[src/rtl/acc_pkg.sv]
// Shared definitions for the accumulate/argmax accelerator and its stream master:
// default widths and the master FSM state encoding.
package acc_pkg;

    localparam int DEF_DATAWIDTH = 16;
    localparam int DEF_ADDRWIDTH = 16;
    localparam int DEF_TIMEOUT   = 1024;
    localparam int RESULT_W      = 4;

    typedef enum logic [2:0] {
        IDLE      = 3'd0,
        RD_M      = 3'd1,
        RD_N      = 3'd2,
        ISSUE     = 3'd3,
        WAIT_DONE = 3'd4,
        FINISH    = 3'd5
    } acc_state_t;

endpackage

[src/rtl/acc_addr_gen.sv]
// Operand address generator: base plus element index, wrapping modulo 2^ADDRWIDTH.
module acc_addr_gen
    import acc_pkg::*;
#(
    parameter int ADDRWIDTH = DEF_ADDRWIDTH
) (
    input  logic [ADDRWIDTH-1:0] base,
    input  logic [ADDRWIDTH-1:0] idx,
    output logic [ADDRWIDTH-1:0] addr
);

    assign addr = base + idx;

endmodule

[src/rtl/acc_stream_master.sv]
// Streams operand pairs (Rm[i], Rn[i]) from data memory into the accelerator,
// then waits for its done strobe (bounded by TIMEOUT) and reports the result.
module acc_stream_master
    import acc_pkg::*;
#(
    parameter int DATAWIDTH = DEF_DATAWIDTH,
    parameter int ADDRWIDTH = DEF_ADDRWIDTH,
    parameter int TIMEOUT   = DEF_TIMEOUT
) (
    input  logic                        clk_i,
    input  logic                        rst_n,
    input  logic                        start,
    input  logic [ADDRWIDTH-1:0]        base_m,
    input  logic [ADDRWIDTH-1:0]        base_n,
    input  logic [ADDRWIDTH-1:0]        length,
    output logic                        mem_re,
    output logic [ADDRWIDTH-1:0]        mem_addr,
    input  logic [DATAWIDTH-1:0]        mem_rdata,
    output logic signed [DATAWIDTH-1:0] Rm,
    output logic signed [DATAWIDTH-1:0] Rn,
    output logic                        op_valid,
    output logic                        op_last,
    output logic                        acc_clr,
    input  logic                        acc_done,
    input  logic signed [RESULT_W-1:0]  max_index,
    output logic                        busy,
    output logic signed [RESULT_W-1:0]  result,
    output logic                        result_valid,
    output logic                        error,
    output acc_state_t                  dbg_state
);

    localparam int                CNT_W    = $clog2(TIMEOUT + 1);
    localparam logic [CNT_W-1:0]  CNT_LAST = CNT_W'(TIMEOUT - 1);

    acc_state_t           state, state_next;
    logic [ADDRWIDTH-1:0] base_m_q, base_n_q, length_q, idx;
    logic [CNT_W-1:0]     cnt;
    logic                 is_last, timed_out, load_addr;
    logic [ADDRWIDTH-1:0] gen_base, gen_idx, gen_addr;

    assign is_last   = (idx == length_q - ADDRWIDTH'(1));
    assign timed_out = (cnt == CNT_LAST);
    assign busy      = (state != IDLE);
    assign mem_re    = (state == RD_M) || (state == RD_N);
    assign dbg_state = state;

    acc_addr_gen #(.ADDRWIDTH(ADDRWIDTH)) u_addr_gen (
        .base (gen_base),
        .idx  (gen_idx),
        .addr (gen_addr)
    );

    // mem_addr is registered, so the address for the next read state is
    // computed on the transition into it and simply held everywhere else.
    always_comb begin
        state_next = state;
        load_addr  = 1'b0;
        gen_base   = base_m_q;
        gen_idx    = idx;
        case (state)
            IDLE: begin
                if (start) begin
                    if (length != '0) begin
                        state_next = RD_M;
                        load_addr  = 1'b1;
                        gen_base   = base_m;
                        gen_idx    = '0;
                    end else begin
                        state_next = FINISH;
                    end
                end
            end
            RD_M: begin
                state_next = RD_N;
                load_addr  = 1'b1;
                gen_base   = base_n_q;
            end
            RD_N: state_next = ISSUE;
            ISSUE: begin
                if (is_last) begin
                    state_next = WAIT_DONE;
                end else begin
                    state_next = RD_M;
                    load_addr  = 1'b1;
                    gen_idx    = idx + ADDRWIDTH'(1);
                end
            end
            WAIT_DONE: if (acc_done || timed_out) state_next = FINISH;
            FINISH:    state_next = IDLE;
            default:   state_next = IDLE;
        endcase
    end

    always_ff @(posedge clk_i or negedge rst_n) begin
        if (!rst_n) state <= IDLE;
        else        state <= state_next;
    end

    // Rn lands on the edge that closes ISSUE, so the pair strobe is registered
    // alongside it: the accelerator sees op_valid with both operands settled.
    always_ff @(posedge clk_i or negedge rst_n) begin
        if (!rst_n) begin
            base_m_q     <= '0;
            base_n_q     <= '0;
            length_q     <= '0;
            idx          <= '0;
            cnt          <= '0;
            mem_addr     <= '0;
            Rm           <= '0;
            Rn           <= '0;
            op_valid     <= 1'b0;
            op_last      <= 1'b0;
            acc_clr      <= 1'b0;
            result       <= '0;
            result_valid <= 1'b0;
            error        <= 1'b0;
        end else begin
            acc_clr      <= (state == IDLE) && start;
            op_valid     <= (state == ISSUE);
            op_last      <= (state == ISSUE) && is_last;
            result_valid <= (state == FINISH);
            if (load_addr) mem_addr <= gen_addr;
            case (state)
                IDLE: begin
                    if (start) begin
                        base_m_q <= base_m;
                        base_n_q <= base_n;
                        length_q <= length;
                        idx      <= '0;
                        error    <= (length == '0);
                    end
                end
                RD_N: Rm <= $signed(mem_rdata);
                ISSUE: begin
                    Rn  <= $signed(mem_rdata);
                    cnt <= '0;
                    if (!is_last) idx <= idx + ADDRWIDTH'(1);
                end
                WAIT_DONE: begin
                    // A done strobe in the expiry cycle takes priority over the timeout.
                    if (acc_done)       result <= max_index;
                    else if (timed_out) error  <= 1'b1;
                    else                cnt    <= cnt + CNT_W'(1);
                end
                default: ;
            endcase
        end
    end

endmodule
[config.mk]
export PLATFORM = sky130hd
export DESIGN_NAME = acc_stream_master
export DESIGN_NICKNAME = d
export VERILOG_FILES = /design/src/rtl/acc_pkg.sv /design/src/rtl/acc_addr_gen.sv /design/src/rtl/acc_stream_master.sv
export SDC_FILE = /design/constraint.sdc
export NUM_CORES = 1
export LEC_CHECK = 0
export ABC_AREA = 1
export CAP_MARGIN = 20
export CORE_ASPECT_RATIO = 0.75
export CORE_MARGIN = 5
export CORE_UTILIZATION = 50
export DETAILED_ROUTE_END_ITERATION = 12
export DONT_BUFFER_PORTS = 1
export GPL_TIMING_DRIVEN = 0
export HOLD_SLACK_MARGIN = 0.06
export PLACE_DENSITY = 0.69
export SYNTH_ARGS = -nofsm -noshare
export SYNTH_HDL_FRONTEND = slang
export SYNTH_SLANG_ARGS = --single-unit
[constraint.sdc]
create_clock -name clk_i -period 3.6 [get_ports clk_i]
set_input_delay 0.54 -clock clk_i [delete_from_list [all_inputs] [get_ports clk_i]]
set_output_delay 0.54 -clock clk_i [all_outputs]
set_load 0.05 [all_outputs]
==> summary.md <==
| Metric | Value |
|---|---|
| Min Tclk post-route | 3.928 ns |
| Initial antenna violation count | 0 |
| Final hold slack | -0.1990 ns |
| Die X | 155.7 um |
| Critical Path RT | 3.96 ns |
| Startpoint Class | flop |
| WP buf/inv | 19 |
| GRT Overall Usage | 0.2487 |
| Final setup violation count | 11 |
| Syn Inst Count | 1027 |
| DRC Markers | 0 |
| Status | complete, but fails checks |
| Layout Nets | 1192 |
| Clock sinks | 135 |
| Clk slew on worst S/H paths | 0.07 ns |
| Via count | 7369 |
| Flop and latch count out of synthesis | 135 |
| Diodes inserted | 0 |
| Multi-input gate area | 0.004334 sq mm |
| Syn-to-layout area delta | 21.26% |
| Register area | 0.003388 sq mm |
| Slew Limit Fails | 0 |
| YS warnings | 0 |
| Number of I/O port buffers | 0 |
| Share of layout cells above drive strength 1 | 0.2083 |
| # rows | 40 |
| CP Capture Type | flop |
| Most frequent cell on the critical path | buf_4 |
| Drt pass-1 iters | 6 |
| Total congestion overflow | 0 |
| RSZ-0062 raised after global routing | yes |
| Routability cong. | 0.9143 |
| Fin area | 0.009657 sq mm |
| Number of global-route vias before repair | 7067 |
| Routed vias/inst | 5.566 |
| Placed wire-length estimate | 16210 um |
| First-pass GRT wire length | 36900 um |
| Worst Path Arrival | 4.29 ns |
| Syn avg cell area | 7.755 sq um |
| Ports | 134 |
| Area post-placement | 0.008234 sq mm |
| Final WS setup | -0.3276 ns |
| CP peak stage delay | 0.39 ns |
| Routed WL | 23510 um |
| DR WL/cell | 17.76 um |
| CTS tree | done |
| Violated checks | hold timing, setup timing |
| Slew @ Worst Pin | 0.6983 ns |
| Syn Nets | 1118 |
| Asr flop ratio synth | 1.000 |
| Cell Area, Synth | 0.007964 sq mm |
| Worst slew margin | 0.5345 |
| Post-synth EDFFs | 0 |
| Root Buffer | clkbuf_16 |
| Crit share post-route | 1.091 |
| CP top delay family | buffers and inverters |
| CTS H-tree lvls | 4 |
| Reg2Reg Setup Slack | -0.33 ns |
| Filler cells | 1370 |
| Initial DRC Count | 793 |
| Post-route ant nets | 0 |
| CP Class | flop to flop |
| Starting density of the core | 0.5036 |
| F_max | 254.6 MHz |
| Number of library cell types mapped by synthesis | 46 |
| Final count of hold timing violations | 135 |
| Register area share after synthesis | 0.4242 |
| Worst path slowest cell | dfrtp_1 |
| Die span in y | 119.3 um |
| Setup TNS | -2.437 ns |
| R2r worst-path depth | 28 |
| Synth Flop Type | dfrtp_1 |
| Worst-skew pair later-pin latency | 0.43 ns |
| Max cap viols | 0 |
| Hold Path Class | input port to asynchronous set/reset pin |
| R2r startpoint | length_q[0]$_DFFE_PN0P_ |
| Max FO, Critical Path | 5 |
| Clock Tree Buf Depth | 2 |
| Worst Clk Skew | 0.009899 ns |
| TritonCTS Buffers | 17 |
| Core area | 0.01582 sq mm |
| Post-placement setup slack | -0.5725 ns |
| Die ar. | 0.01858 sq mm |
| R2r endpoint | op_last$_DFF_PN0_ |
| Largest net degree at the start of global routing | 136 |
-- state kept, by name, summed over array words and instances (netlist names) --
name          count
Rm               16
mem_addr         16
base_n_q         16
idx              16
result            4
base_m_q         16
cnt              11
op_valid          1
dbg_state         3
op_last           1
result_valid      1
Rn               16
error             1
length_q         16
acc_clr           1
-- kinds of logic after synthesis --
family / after synthesis / synth area share
DFF: 135 / 0.4242
muxes: 4 / 0.005656
adders and majority gates: 19 / 0.03079
buffers and inverters: 160 / 0.08232
xor gates and xnor gates: 42 / 0.04619
AOI/OAI and AO/OA: 215 / 0.1709
and+or+nand+nor: 452 / 0.2399
-- metal layers --
| metal | vias up | global-route usage | part of all wire |
|---|---|---|---|
| met5 | - | 0 | 0 |
| met4 | 0 | 0.06780 | 0.015 |
| met3 | 34 | 0.08209 | 0.097 |
| met2 | 343 | 0.3568 | 0.44 |
| met1 | 3483 | 0.3600 | 0.45 |
| li1 | 3509 | - | - |
-- cells in the mapped netlist, types with 4 or more instances --
cell,number,area [sq um]
nand4_1,6,37.54
nand3_1,30,150.1
o21ai_1,14,70.07
mux2_2,4,45.04
o211ai_1,15,112.6
nor3_1,7,35.03
nor3b_1,4,30.03
o21ai_0,86,430.4
a31oi_1,31,193.9
a22oi_1,9,67.56
nor4_1,4,25.02
nand2_2,10,62.56
a21oi_1,29,145.1
dfrtp_1,135,3378
nor2_4,4,45.04
xor2_1,29,254.0
inv_1,101,379.1
a22oi_2,6,75.07
ha_1,18,225.2
inv_2,7,26.28
clkbuf_1,32,120.1
buf_6,4,45.04
nand2_1,292,1096
nor2_2,8,50.05
xnor2_1,13,113.9
o211ai_2,13,162.7
buf_2,13,65.06
nor2_1,77,289.0
-- metrics by stage --
| step | utilization | cells |
|---|---|---|
| after floorplan | - | 1027 |
| after global placement | 0.5206 | 1237 |
| after detailed placement | 0.5206 | 1237 |
| after CTS | 0.5835 | 1310 |
| after global routing | 0.6106 | 1324 |
| final | 0.6106 | 1324 |
-- repair_timing --
action / in CTS / in global routing
pin swaps: 20 / 32
buffers inserted: 42 / 16
endpoints found under the hold margin: 135 / 135
resized for setup: 35 / 71
setup endpoints to repair: 12 / 14
-- cell type report --
| class | count | share of cell area |
|---|---|---|
| multi-input combinational | 732 | 0.4488 |
| buffer | 52 | 0.02682 |
| inverter | 108 | 0.04250 |
| sequential | 135 | 0.3509 |
| tap | 210 | 0.02721 |
| clock buffer | 17 | 0.04405 |
| clock inverter | 15 | 0.01464 |
| timing repair buffer | 55 | 0.04509 |
-- placed cells by master, fill, tap and decap left out, drive strengths merged --
cell / synthesis / final
nand4: 6 / 6
nor4: 5 / 5
o21bai: 1 / 1
o211ai: 28 / 28
nor2: 89 / 89
nor3: 10 / 10
a21o: 2 / 2
nand3: 31 / 31
clkbuf: 33 / 50
a22oi: 15 / 15
xor2: 29 / 29
a31oi: 31 / 31
o2111ai: 2 / 2
a211oi: 1 / 1
nand2: 302 / 302
nand3b: 3 / 3
xnor2: 13 / 13
a221o: 1 / 1
o221ai: 1 / 1
o21ai: 100 / 100
o22ai: 1 / 1
buf: 19 / 74
clkinvlp: 0 / 1
nor3b: 4 / 4
clkinv: 0 / 8
o311a: 1 / 1
ha: 18 / 18
and2: 1 / 1
o21a: 2 / 2
inv: 108 / 114
mux2: 4 / 4
nor4b: 1 / 1
dfrtp: 135 / 135
a21oi: 29 / 29
fa: 1 / 1
-- worst max path at each step --
stage,start,end,slack (ns),depth (start not counted)
after floorplan,length_q[0]$_DFFE_PN0P_,mem_addr[10]$_DFFE_PN0P_,0.03,30
after global placement,dbg_state[0]$_DFFE_PN0P_,mem_addr[9]$_DFFE_PN0P_,-0.60,18
after detailed placement,dbg_state[0]$_DFFE_PN0P_,mem_addr[9]$_DFFE_PN0P_,-0.57,19
after CTS,length_q[1]$_DFFE_PN0P_,mem_addr[14]$_DFFE_PN0P_,-0.21,30
after global routing,length_q[0]$_DFFE_PN0P_,mem_addr[10]$_DFFE_PN0P_,-0.56,30
final,length_q[0]$_DFFE_PN0P_,op_last$_DFF_PN0_,-0.33,28
Power is not shown: default switching activity piles up to over one toggle a cycle in this logic, so the estimate is an artifact.
